===== config.mk =====
export PLATFORM = sky130hd
export DESIGN_NAME = fpu_byte_loader
export DESIGN_NICKNAME = d
export VERILOG_FILES = /design/src/rtl/fpu_io_pkg.sv /design/src/rtl/strobe_sync.sv /design/src/rtl/fpu_byte_loader.sv
export SDC_FILE = /design/constraint.sdc
export NUM_CORES = 1
export LEC_CHECK = 0
export CAP_MARGIN = 15
export CORE_MARGIN = 1.5
export CORE_UTILIZATION = 29
export CTS_BUF_LIST = sky130_fd_sc_hd__clkbuf_8
export DETAILED_ROUTE_END_ITERATION = 7
export GPL_TIMING_DRIVEN = 0
export REMOVE_ABC_BUFFERS = 1
export SETUP_SLACK_MARGIN = 0.15
export SYNTH_ARGS = -nofsm -noshare
export SYNTH_HDL_FRONTEND = slang
export SYNTH_SLANG_ARGS = --single-unit

===== constraint.sdc =====
create_clock -name clk -period 1.8 [get_ports clk]
set_input_delay 0.18 -clock clk [delete_from_list [all_inputs] [get_ports clk]]
set_output_delay 0.18 -clock clk [all_outputs]
set_load 0.005 [all_outputs]

===== src/rtl/fpu_io_pkg.sv =====
// Shared types and constants for the byte-serial FPU front end.
// State encoding doubles as the status-byte state field.
package fpu_io_pkg;

  typedef enum logic [2:0] {
    ST_IDLE   = 3'd0,
    ST_LOAD_A = 3'd1,
    ST_LOAD_B = 3'd2,
    ST_ISSUE  = 3'd3,
    ST_WAIT   = 3'd4,
    ST_DRAIN  = 3'd5
  } state_t;

  typedef enum logic [1:0] {
    OP_ADD  = 2'd0,
    OP_SUB  = 2'd1,
    OP_MUL  = 2'd2,
    OP_PASS = 2'd3
  } opcode_t;

  localparam logic [31:0] FPU_QNAN = 32'h7FC0_0000;
  localparam int OPERAND_BYTES = 4;

  localparam int STAT_STATE_LSB = 5;
  localparam int STAT_OVR       = 4;
  localparam int STAT_ERR_CMD   = 3;
  localparam int STAT_ERR_TO    = 2;
  localparam int STAT_CNT_LSB   = 0;

endpackage


===== src/rtl/strobe_sync.sv =====
// N-stage synchroniser for a raw asynchronous strobe pin,
// followed by a single-cycle rising-edge pulse.
module strobe_sync #(
  parameter int N = 2
) (
  input  logic clk,
  input  logic rst_n,
  input  logic raw,
  output logic rise
);

  logic [N-1:0] sync;
  logic         last;

  always_ff @(posedge clk or negedge rst_n) begin
    if (!rst_n) begin
      sync <= '0;
      last <= 1'b0;
    end else begin
      sync <= {sync[N-2:0], raw};
      last <= sync[N-1];
    end
  end

  assign rise = sync[N-1] & ~last;

endmodule


===== src/rtl/fpu_byte_loader.sv =====
// Byte-serial loader: command + two operands in, start/wait on
// the FPU core with timeout, result drained one byte per read.
module fpu_byte_loader
  import fpu_io_pkg::*;
#(
  parameter int SYNC_STAGES    = 2,
  parameter int TIMEOUT_CYCLES = 255
) (
  input  logic        clk,
  input  logic        rst_n,
  input  logic        ena,
  input  logic [7:0]  in_data,
  input  logic        wr_strobe,
  input  logic        rd_strobe,
  output logic [7:0]  out_data,
  output logic        out_valid,
  output logic        busy,
  output logic [1:0]  core_opcode,
  output logic [31:0] core_op_a,
  output logic [31:0] core_op_b,
  output logic        core_start,
  input  logic        core_done,
  input  logic [31:0] core_result
);

  state_t      state;
  state_t      state_next;
  opcode_t     opcode;
  logic [31:0] op_a;
  logic [31:0] op_b;
  logic [31:0] result;
  logic [1:0]  byte_cnt;
  logic [7:0]  to_cnt;
  logic        ovr;
  logic        err_cmd;
  logic        err_to;
  logic        wr_rise;
  logic        rd_rise;
  logic        wr_edge;
  logic        rd_edge;
  logic        cmd_ok;
  logic        cnt_last;
  logic        timeout;
  logic        late_wr;

  strobe_sync #(.N(SYNC_STAGES)) u_wr_sync (
    .clk   (clk),
    .rst_n (rst_n),
    .raw   (wr_strobe),
    .rise  (wr_rise)
  );

  strobe_sync #(.N(SYNC_STAGES)) u_rd_sync (
    .clk   (clk),
    .rst_n (rst_n),
    .raw   (rd_strobe),
    .rise  (rd_rise)
  );

  assign wr_edge  = wr_rise & ena;
  assign rd_edge  = rd_rise & ena;
  assign cmd_ok   = (in_data[7:2] == 6'd0);
  assign cnt_last = (byte_cnt == 2'(OPERAND_BYTES - 1));
  assign timeout  = (to_cnt == 8'(TIMEOUT_CYCLES - 1));
  assign late_wr  = wr_edge &
                    ((state == ST_ISSUE) |
                     (state == ST_WAIT) |
                     (state == ST_DRAIN));

  always_ff @(posedge clk or negedge rst_n) begin
    if (!rst_n) state <= ST_IDLE;
    else        state <= state_next;
  end

  always_comb begin
    state_next = state;
    unique case (state)
      ST_IDLE:
        if (wr_edge && cmd_ok) state_next = ST_LOAD_A;
      ST_LOAD_A:
        if (wr_edge && cnt_last) state_next = ST_LOAD_B;
      ST_LOAD_B:
        if (wr_edge && cnt_last) state_next = ST_ISSUE;
      ST_ISSUE:
        state_next = ST_WAIT;
      ST_WAIT:
        if (core_done || timeout) state_next = ST_DRAIN;
      ST_DRAIN:
        if (rd_edge && cnt_last) state_next = ST_IDLE;
      default:
        state_next = ST_IDLE;
    endcase
  end

  always_ff @(posedge clk or negedge rst_n) begin
    if (!rst_n) begin
      opcode   <= OP_ADD;
      op_a     <= '0;
      op_b     <= '0;
      result   <= '0;
      byte_cnt <= '0;
      to_cnt   <= '0;
      ovr      <= 1'b0;
      err_cmd  <= 1'b0;
      err_to   <= 1'b0;
    end else begin
      unique case (state)
        ST_IDLE: begin
          if (wr_edge && cmd_ok) begin
            opcode   <= opcode_t'(in_data[1:0]);
            err_cmd  <= 1'b0;
            err_to   <= 1'b0;
            ovr      <= 1'b0;
            byte_cnt <= '0;
          end else if (wr_edge) begin
            err_cmd <= 1'b1;
          end
        end
        ST_LOAD_A: begin
          if (wr_edge) begin
            op_a     <= {op_a[23:0], in_data};
            byte_cnt <= byte_cnt + 2'd1;
          end
        end
        ST_LOAD_B: begin
          if (wr_edge) begin
            op_b     <= {op_b[23:0], in_data};
            byte_cnt <= byte_cnt + 2'd1;
          end
        end
        ST_ISSUE: to_cnt <= '0;
        ST_WAIT: begin
          // a done pulse beats a coincident timeout
          if (core_done) begin
            result <= core_result;
          end else if (timeout) begin
            result <= FPU_QNAN;
            err_to <= 1'b1;
          end else begin
            to_cnt <= to_cnt + 8'd1;
          end
        end
        ST_DRAIN: begin
          if (rd_edge) byte_cnt <= byte_cnt + 2'd1;
        end
        default: ;
      endcase
      if (late_wr) ovr <= 1'b1;
    end
  end

  always_comb begin
    out_data = '0;
    if (state == ST_DRAIN) begin
      unique case (byte_cnt)
        2'd0: out_data = result[31:24];
        2'd1: out_data = result[23:16];
        2'd2: out_data = result[15:8];
        2'd3: out_data = result[7:0];
        default: out_data = '0;
      endcase
    end else begin
      out_data[STAT_STATE_LSB +: 3] = state;
      out_data[STAT_OVR]            = ovr;
      out_data[STAT_ERR_CMD]        = err_cmd;
      out_data[STAT_ERR_TO]         = err_to;
      out_data[STAT_CNT_LSB +: 2]   = byte_cnt;
    end
  end

  assign out_valid   = (state == ST_DRAIN);
  assign busy        = (state == ST_ISSUE) | (state == ST_WAIT);
  assign core_start  = (state == ST_ISSUE);
  assign core_opcode = opcode;
  assign core_op_a   = op_a;
  assign core_op_b   = op_b;

endmodule


==> metrics.csv, run 1 <==
stage,metric,value,unit
outcome,status,finished with violations,
outcome,violations,negative setup slack,
worst_setup_path,cp-endpoint,out_data[5],
worst_setup_path,cp-start-kind,flip-flop,
timing,slew_violations,0,
cts,ctsRootBufferMaster,clkbuf_8,
yosys,synth_most_common_cell,dfrtp_1,
route,firstDrtPassIters,5,
power,ir_drop,0.5583,mV
yosys,synth_area,5095,um2
route,wire_per_inst,18.51,um
worst_setup_path,worstSetupPathType,reg2out,
timing,final-setup-viol-count,74,
placement,place_congestion,0.7925,
yosys,synth_ff_type,dfrtp_1,
grt,antenna_found_initial,0,
power,net-switching-power,0.003365,W
worst_setup_path,ff2ff_path_depth,9,
power,p_int,0.007624,W
power,p_total,0.01099,W
placement,place_hpwl,8.595,mm
worst_hold_path,hp-class,in2reg,
yosys,syn_avg_cell_area,13.27,um2
grt,grt_pass1_vias,4171,
cells_and_area,final_core_util,48.80,%
worst_setup_path,startpoint,byte_cnt[0],
cells_and_area,n_antenna_cell,0,
cells_and_area,layout-drive-gt1-share,40.93,%
floorplan,num_rows,48,
cts,clockBufferDepth,2,
flow_run,cap_violations,0,
yosys,ys_top_cells_by_area,"dfrtp_1, mux2_2, a22o_1, a222oi_1, mux2_1",
route,drc,0,
cts,cts_sinks,120,
yosys,yosysUniqueCellTypes,55,
timing,setup_ws,-0.4525,ns
timing,fin_crit_sh,125.1,%
power,power_frac_comb,38.5,%
floorplan,die_y,135.5,um
floorplan,core,17240,um2
power,leakage,3.757,nW
grt,grt_usage,16.18,%
route,via_per_inst,4.988,
yosys,synth_top_area_share,58.94,%
worst_setup_path,rr_endpoint,core_op_a[4],
grt,globalRouteOverflowTotal,0,
timing,skew,0.01395,ns
grt,grt_pass1_wl,22.58,mm
cts,clk_latency,0.45,ns
cells_and_area,nets,640,
timing,max_freq,444.0,MHz
route,drtIter0Drc,252,
yosys,seq_area_frac_synth,58.94,%
floorplan,initial_utilization,29.56,%
timing,rsz0062_at_grt,yes,
yosys,synthCells,384,
worst_setup_path,crit_arrival,2.07,ns
yosys,synth_top_area_cell,dfrtp_1,
yosys,ys_ff_latch,120,
route,vias,4120,
timing,hold_viol_final,0,
worst_setup_path,critPathCaptureType,output port,
worst_setup_path,r2r_slack,-0.12,ns
timing,period_needed,2.253,ns
cells_and_area,nFillCells,1456,
floorplan,pin_count,123,
cts,cts_tree,yes,
timing,holdWs,0.1736,ns
timing,slew-limit-headroom,35.84,%
placement,io_buffers,122,
route,ant_nets,0,
cts,path_clk_slew,0.07,ns
worst_setup_path,required,1.62,ns
power,pwr-share-seq,37.8,%
worst_setup_path,reg2reg_from,state[0],
floorplan,die_w,135.5,um
cells_and_area,area_delta_synth_final,65.10,%
cts,cts_buffers,17,
grt,grt_max_degree,79,
power,p_clk_share,23.7,%
floorplan,die-area,18370,um2
route,finalWirelength,15.29,mm
worst_setup_path,path_max_fanout,7,
yosys,synth-async-reset-ratio,100.0,%
yosys,synthTopCellsByCount,"dfrtp_1, mux2_2, a22o_1, nand2_1, nor2_1",
yosys,synth-edff-count,0,
power,p_sw_share,30.62,%
cts,htreeDepth,4,
power,power_density,1306,nW/um2
yosys,ys_warn_count,0,
timing,worst_slew_pin_slew,0.9594,ns
final cells by class:
class / instances / area [um2] / area share (%)
inverter: 9 / 38.79 / 0.4611
sequential: 120 / 3014 / 35.83
clock buffer: 19 / 261.5 / 3.109
clock inverter: 13 / 166.4 / 1.978
timing repair buffer: 203 / 2197 / 26.12
multi-input combinational: 237 / 2452 / 29.15
tap: 225 / 281.5 / 3.347
power groups by stage:
stage          logic (W)  clock network, W  registers, W
5_1_grt          0.00452           0.00280       0.00425
6_report         0.00423           0.00260       0.00415
3_3_place_gp     0.00278                 0       0.00413
3_5_place_dp     0.00287                 0       0.00418
2_1_floorplan    0.00138                 0       0.00406
4_1_cts          0.00371           0.00267       0.00410
cells by family (layout without fill, tap and decap cells):
family,count (synthesis),in the layout,share of synthesized area (%)
buf+inv,31,244,2.751
fa+ha+maj,6,6,1.473
mux,71,71,15.57
xor+xnor,3,3,0.5158
compound gates,81,84,11.94
flops,120,120,58.94
simple gates,72,73,8.817
per-stage QoR:
step	worst slack (ns)	instance area [um2]	instances	TNS, ns
after global routing	-0.5748	8412	826	-10.85
after global placement	-4.004	6491	709	-562.32
after CTS	-0.4394	7883	807	-4.265
final	-0.4525	8412	826	-6.755
after floorplan	-0.3548	4989	362	-25.65
after detailed placement	-0.7210	6579	712	-43.68
routing by layer:
metal	vias up	routed length, um	track usage (%)
li1	1847	-	-
met1	2113	6386	19.81
met2	132	7909	27.13
met3	28	639	4.227
met4	0	354	6.511
met5	-	0	0
what timing repair did:
item                       in CTS  in global routing
hold endpoints to repair       42                  0
gates resized for setup       138                 78
pin swaps                      35                 54
setup buffers                  55                 15
cloned                          7                  4
setup endpoints to repair     118                124
hold buffers                    1                  0
flip-flops by register name (all words and copies together) (netlist names):
signal / cells
u_wr_sync.last: 1
core_opcode: 2
core_op_b: 32
err_to: 1
to_cnt: 8
ovr: 1
u_wr_sync.sync: 2
byte_cnt: 2
state: 3
core_op_a: 32
u_rd_sync.last: 1
result: 32
err_cmd: 1
u_rd_sync.sync: 2
worst min path at each step:
stage | start | end | cells past startpoint
floorplan | rst_n | byte_cnt[0] | 0
global placement | u_rd_sync.sync[0] | u_rd_sync.sync[1] | 0
detailed placement | rst_n | core_op_b[8] | 1
CTS | wr_strobe | u_wr_sync.sync[0] | 1
global route | wr_strobe | u_wr_sync.sync[0] | 1
finish | wr_strobe | u_wr_sync.sync[0] | 1
cell usage in the layout (no fill, tap or decap), types with 3 or more instances in the layout:
cell type / n
a21oi_1: 11
a222oi_1: 8
a22o_1: 23
buf_12: 7
buf_16: 6
buf_2: 8
buf_4: 25
buf_6: 42
bufinv_16: 3
clkbuf_8: 19
clkdlybuf4s50_1: 110
clkinvlp_4: 3
dfrtp_1: 115
dfrtp_2: 3
ha_4: 4
inv_1: 5
inv_6: 4
mux2_2: 30
mux2_4: 36
mux2i_1: 5
nand2_1: 15
nand2_8: 3
nand3_1: 5
nor2_1: 10
nor2_2: 5
nor4_4: 4
o21ai_1: 10
o21ai_4: 4
o22a_1: 8
worst max-delay path: stages, from the launching register on:
cell	delay, ns
dfrtp_2	0.47
buf_6	0.14
ha_4	0.18
a222oi_1	0.35
mux2i_1	0.15
o21a_1	0.21
buf_2	0.12
No activity file was read; power rests on OpenSTA's default activity.
==> run 2, diff against run 1 <==
--- a/config.mk
+++ b/config.mk
@@ -5,6 +5,7 @@
 export SDC_FILE = /design/constraint.sdc
 export NUM_CORES = 1
 export LEC_CHECK = 0
+export ABC_AREA = 1
 export CAP_MARGIN = 15
 export CORE_MARGIN = 1.5
 export CORE_UTILIZATION = 29
==> metrics.csv, run 2 <==
stage,metric,value,unit
outcome,status,finished with violations,
outcome,violations,negative setup slack,
cts,cts_sinks,120,
grt,use_met2,25.10,%
route,drc,0,
worst_hold_path,min_from,rd_strobe,
route,vias,4517,
floorplan,die-area,18850,um2
power,power_density,1458,nW/um2
placement,io_buffers,122,
power,ir_drop,0.6618,mV
cts,clockBufferDepth,2,
yosys,ys_warn_count,0,
worst_setup_path,worstSetupPathType,reg2out,
grt,grt_max_degree,72,
worst_setup_path,startpoint,byte_cnt[0],
worst_hold_path,holdPathEnd,u_rd_sync.sync[0],
route,drtIter0Drc,250,
grt,busiest_layer,met2,
yosys,seq_area_frac_synth,57.42,%
cts,clk_latency,0.43,ns
yosys,synth_most_common_cell,dfrtp_1,
cells_and_area,layout_commonest_cell,dfrtp_1,
placement,place_congestion,0.8133,
cells_and_area,layout_common_cells,"dfrtp_1, clkdlybuf4s50_1, nand2_1",
timing,period_needed,2.077,ns
route,finalWirelength,15.72,mm
cells_and_area,area_delta_synth_final,54.38,%
worst_setup_path,required,1.62,ns
grt,grtUsageMet1,21.17,%
route,wire_per_inst,16.81,um
timing,max_freq,481.5,MHz
yosys,synth-edff-count,0,
yosys,synth_ff_type,dfrtp_1,
cts,ctsRootBufferMaster,clkbuf_8,
grt,globalRouteOverflowTotal,0,
yosys,ys_ff_latch,120,
cells_and_area,nets,752,
worst_hold_path,hold_path_depth,1,
yosys,ys_top_cells_by_area,"dfrtp_1, nand2_1, mux2_4, a22o_1, inv_1",
floorplan,num_rows,48,
yosys,synthTopCellsByCount,"dfrtp_1, nand2_1, inv_1, a21oi_1, o21ai_0",
yosys,synth_area,5230,um2
yosys,synthCells,510,
timing,slew_violations,0,
timing,final-setup-viol-count,8,
power,leakage,3.735,nW
timing,fin_crit_sh,115.4,%
worst_setup_path,reg2reg_from,byte_cnt[0],
worst_setup_path,ff2ff_path_depth,11,
cells_and_area,finalNonFillerCells,935,
yosys,synth_top_area_share,57.42,%
cts,htreeDepth,4,
cts,path_clk_slew,0.07,ns
cells_and_area,nFillCells,1553,
cells_and_area,final_core_util,46.20,%
timing,rsz0062_at_grt,yes,
timing,worst_slew_pin_slew,0.4881,ns
cells_and_area,layout-drive-gt1-share,29.44,%
yosys,yosysUniqueCellTypes,37,
floorplan,initial_utilization,29.93,%
floorplan,pin_count,123,
timing,slew-limit-headroom,67.46,%
power,p_total,0.01177,W
grt,grt_pass1_wl,22.94,mm
route,via_per_inst,4.831,
grt,gr-usage-met3,5.445,%
placement,dp_cells,838,
worst_setup_path,critPathCaptureType,output port,
grt,grt_pass1_vias,4331,
cts,cts_tree,yes,
timing,setup_ws,-0.2768,ns
grt,grt_usage,16.14,%
timing,skew,0.007788,ns
yosys,synth_top_area_cell,dfrtp_1,
cts,cts_buffers,17,
worst_hold_path,hp-class,in2reg,
yosys,syn_avg_cell_area,10.25,um2
cells_and_area,n_antenna_cell,0,
worst_setup_path,cp-start-kind,flip-flop,
worst_setup_path,rr_endpoint,state[0],
worst_setup_path,path_max_fanout,8,
timing,hold_viol_final,0,
placement,place_hpwl,8.891,mm
grt,antenna_found_initial,0,
worst_setup_path,crit_arrival,1.90,ns
floorplan,core,17480,um2
floorplan,die_w,137.3,um
floorplan,die_y,137.3,um
route,ant_nets,0,
route,firstDrtPassIters,4,
yosys,synth-async-reset-ratio,100.0,%
flow_run,cap_violations,0,
worst_setup_path,r2r_slack,0.05,ns
## run 2: changes by cell type after synthesis, sizes merged, moves of 4 or more
| cell | previous run | this run |
|---|---|---|
| a21oi | 13 | 34 |
| a222oi | 8 | 0 |
| a31oi | 0 | 5 |
| clkbuf | 10 | 6 |
| inv | 9 | 57 |
| mux2 | 66 | 22 |
| mux2i | 5 | 0 |
| nand2 | 19 | 103 |
| nand3 | 7 | 13 |
| nand4 | 2 | 8 |
| nor2 | 17 | 34 |
| nor4 | 4 | 0 |
| o21ai | 14 | 53 |
| o22a | 8 | 0 |
## run 2: worst max-delay path by stage
| stage | cells after the start | endpoint | slack [ns] |
|---|---|---|---|
| 6_report | 8 | out_data[0] | -0.28 |
| 5_1_grt | 9 | out_data[1] | -0.41 |
| 4_1_cts | 9 | out_data[1] | -0.27 |
| 3_5_place_dp | 7 | out_data[0] | -0.48 |
| 3_3_place_gp | 1 | result[7] | -4.17 |
| 2_1_floorplan | 8 | result[0] | 0.09 |
## run 2: repair_timing
| item | 4_1_cts | 5_1_grt |
|---|---|---|
| setup endpoints to repair | 98 | 98 |
| cloned | 8 | 3 |
| setup buffers | 37 | 19 |
| endpoints found under the hold margin | 49 | 0 |
| hold buffers | 1 | 0 |
| resized for setup | 115 | 81 |
| pin swaps | 29 | 47 |
## run 2: per-stage QoR
step	hold WS (ns)	setup WS, ns	cell area (um2)	setup TNS (ns)
global placement	0.3332	-4.165	6621	-526.24
global route	0.1496	-0.4064	8074	-2.734
detailed placement	0.1576	-0.4771	6650	-29.10
finish	0.1773	-0.2768	8074	-1.623
CTS	0.1452	-0.2735	7631	-1.629
floorplan	-0.1156	0.08555	5119	0
## run 2: worst max-delay path, cell delays in order, from the launching register on
cell	delay [ns]
dfrtp_2	0.45
inv_4	0.10
ha_4	0.21
buf_4	0.14
a21oi_1	0.04
a31oi_1	0.14
o21ai_1	0.09
o21ai_1	0.13
buf_2	0.16
## run 2: area by class of cell
type	instances	area (um2)	area share [%]
repair buffers	180	1733	21.46
clock buffers	21	289.0	3.580
flip-flops and latches	120	3009	37.27
multi-input cells	323	2366	29.30
clock inverters	8	97.59	1.209
inverters	58	297.8	3.688
well taps	225	281.5	3.487
## run 2: routing by layer
layer	vias up	wire [um]
li1	2106	-
met1	2230	6823
met2	156	7533
met3	25	1048
met4	0	314
met5	-	0
## run 2: power breakdown
part	internal [W]	total [W]	switching [W]	leakage, nW
clock	0.00135	0.00240	0.00106	0.191
combinational	0.00268	0.00505	0.00237	2.03
sequential	0.00363	0.00432	0.000689	1.51
total	0.00766	0.0118	0.00411	3.73
## run 2: cells by family (layout without fill, tap and decap cells)
family	count (synthesis)	in the layout	share of synthesized area, %
xor gates and xnor gates	2	2	0.3350
and+or+nand+nor	159	170	13.99
muxes	22	22	6.172
buffers and inverters	78	267	6.387
adders and majority gates	6	6	1.435
AOI/OAI and AO/OA	123	123	14.26
DFF	120	120	57.42
==> run 3, diff against run 2 <==
--- a/config.mk
+++ b/config.mk
@@ -7,7 +7,7 @@
 export LEC_CHECK = 0
 export ABC_AREA = 1
 export CAP_MARGIN = 15
-export CORE_MARGIN = 1.5
+export CORE_MARGIN = 5
 export CORE_UTILIZATION = 29
 export CTS_BUF_LIST = sky130_fd_sc_hd__clkbuf_8
 export DETAILED_ROUTE_END_ITERATION = 7
==> constraint.sdc (replaced) <==
create_clock -name clk -period 1.9 [get_ports clk]
set_input_delay 0.19 -clock clk [delete_from_list [all_inputs] [get_ports clk]]
set_output_delay 0.19 -clock clk [all_outputs]
set_load 0.005 [all_outputs]
==> metrics.csv, run 3 (synthesis gave the netlist of run 2 again) <==
stage,metric,value,unit
outcome,status,finished with violations,
outcome,violations,negative setup slack,
cells_and_area,layout_common_cells,"dfrtp_1, clkdlybuf4s50_1, nand2_1",
worst_setup_path,cp-start-kind,flip-flop,
cells_and_area,final_core_util,43.78,%
timing,final-setup-viol-count,8,
floorplan,die_w,144.3,um
route,wire_per_inst,16.24,um
floorplan,die_y,144.3,um
cells_and_area,layout_commonest_cell,dfrtp_1,
grt,antenna_found_initial,0,
timing,slew-limit-headroom,56.99,%
worst_setup_path,path_max_fanout,5,
placement,place_hpwl,9.400,mm
cts,ctsRootBufferMaster,clkbuf_8,
cells_and_area,n_antenna_cell,0,
power,leakage,3.645,nW
power,power_frac_comb,40.9,%
cts,clockBufferDepth,2,
grt,grt_max_degree,76,
route,drtIter0Drc,289,
cells_and_area,nets,735,
power,net-switching-power,0.003790,W
floorplan,initial_utilization,29.31,%
cts,htreeDepth,4,
timing,fin_crit_sh,107.5,%
cells_and_area,layout-drive-gt1-share,27.73,%
cts,cts_tree,yes,
timing,period_needed,2.043,ns
worst_setup_path,worstSetupPathType,reg2out,
power,pwr-share-seq,38.2,%
power,power_density,1379,nW/um2
timing,slew_violations,0,
power,p_sw_share,35.19,%
worst_setup_path,critPathCaptureType,output port,
cells_and_area,register_area,3009,um2
grt,globalRouteOverflowTotal,0,
cells_and_area,nFillCells,1629,
timing,rsz0062_at_grt,yes,
grt,grt_pass1_wl,22.27,mm
timing,setup_ws,-0.1426,ns
grt,grt_pass1_vias,4282,
power,ir_drop,0.7094,mV
worst_setup_path,required,1.71,ns
cts,cts_buffers,17,
cts,clk_latency,0.45,ns
placement,place_congestion,0.8190,
cells_and_area,area_delta_synth_final,49.33,%
flow_run,cap_violations,0,
route,ant_nets,0,
worst_hold_path,hp-class,in2reg,
floorplan,core,17840,um2
timing,hold_viol_final,0,
route,vias,4307,
timing,max_freq,489.6,MHz
route,via_per_inst,4.656,
cts,cts_sinks,120,
worst_setup_path,crit_arrival,1.85,ns
floorplan,pin_count,123,
cts,path_clk_slew,0.08,ns
route,finalWirelength,15.02,mm
cells_and_area,finalNonFillerCells,925,
power,p_int,0.006980,W
floorplan,num_rows,49,
timing,skew,0.008549,ns
grt,grt_usage,13.77,%
placement,io_buffers,122,
timing,worst_slew_pin_slew,0.6438,ns
power,p_clk_share,20.9,%
cells_and_area,multiInputGateArea,2241,um2
placement,dp_cells,842,
route,firstDrtPassIters,4,
floorplan,die-area,20820,um2
route,drc,0,
[run 3: power by group through the flow]
stage	sequential [W]	clock, W	combinational, W
finish	0.00412	0.00225	0.00440
global route	0.00423	0.00243	0.00481
CTS	0.00408	0.00232	0.00403
detailed placement	0.00414	0	0.00342
global placement	0.00410	0	0.00334
floorplan	0.00402	0	0.00165
[run 3: area by class of cell]
type	instances	area share, %
Clock buffer	18	3.172
Inverter	58	3.525
Multi-Input combinational cell	319	28.69
Timing Repair Buffer	167	20.68
Sequential cell	120	38.53
Tap cell	229	3.669
Clock inverter	14	1.730
[run 3: per-layer routing]
layer | up-vias | track usage (%) | part of all wire, %
met3 | 22 | 4.398 | 6.6
met4 | 0 | 4.075 | 1.8
met1 | 2084 | 18.04 | 45
met5 | - | 0 | 0
li1 | 2061 | - | -
met2 | 140 | 21.92 | 46
[run 3: final timing paths]
| path | start | endpoint | slack [ns] | cells after the start |
|---|---|---|---|---|
| max in group asynchronous | rst_n | state[1] | 0.90 | 3 |
| max | byte_cnt[0] | out_data[7] | -0.14 | 8 |
| min reg2reg | u_rd_sync.sync[0] | u_rd_sync.sync[1] | 0.35 | 0 |
| max reg2reg | u_wr_sync.last | core_op_a[17] | 0.13 | 6 |
| min | rd_strobe | u_rd_sync.sync[0] | 0.19 | 1 |
| min in group asynchronous | rst_n | core_op_a[29] | 0.24 | 2 |
[run 3: critical path, cell delays in order, from the launching register on]
cell	delay (ns)
dfrtp_2	0.45
inv_4	0.09
ha_4	0.19
buf_6	0.11
buf_6	0.08
nand2_2	0.03
a31o_2	0.20
a21oi_2	0.12
buf_2	0.13
[run 3: what timing repair did]
item	CTS	global route
resized for setup	106	59
hold buffers	1	0
gates cloned	1	6
setup endpoints to repair	97	89
hold endpoints to repair	45	0
pin swaps	53	52
buffers inserted	37	6
[run 3: through the flow]
| stage | area, um2 | power (W) | setup WS (ns) | hold slack (ns) | setup TNS [ns] |
|---|---|---|---|---|---|
| after floorplan | 5119 | 0.005666 | 0.1855 | -0.1056 | 0 |
| after global placement | 6626 | 0.007440 | -4.017 | 0.3329 | -497.29 |
| after detailed placement | 6655 | 0.007566 | -0.3610 | 0.1535 | -18.76 |
| after CTS | 7496 | 0.01044 | -0.1512 | 0.1629 | -0.9089 |
| after global routing | 7810 | 0.01146 | -0.2389 | 0.1700 | -1.687 |
| final | 7810 | 0.01077 | -0.1426 | 0.1895 | -0.8269 |
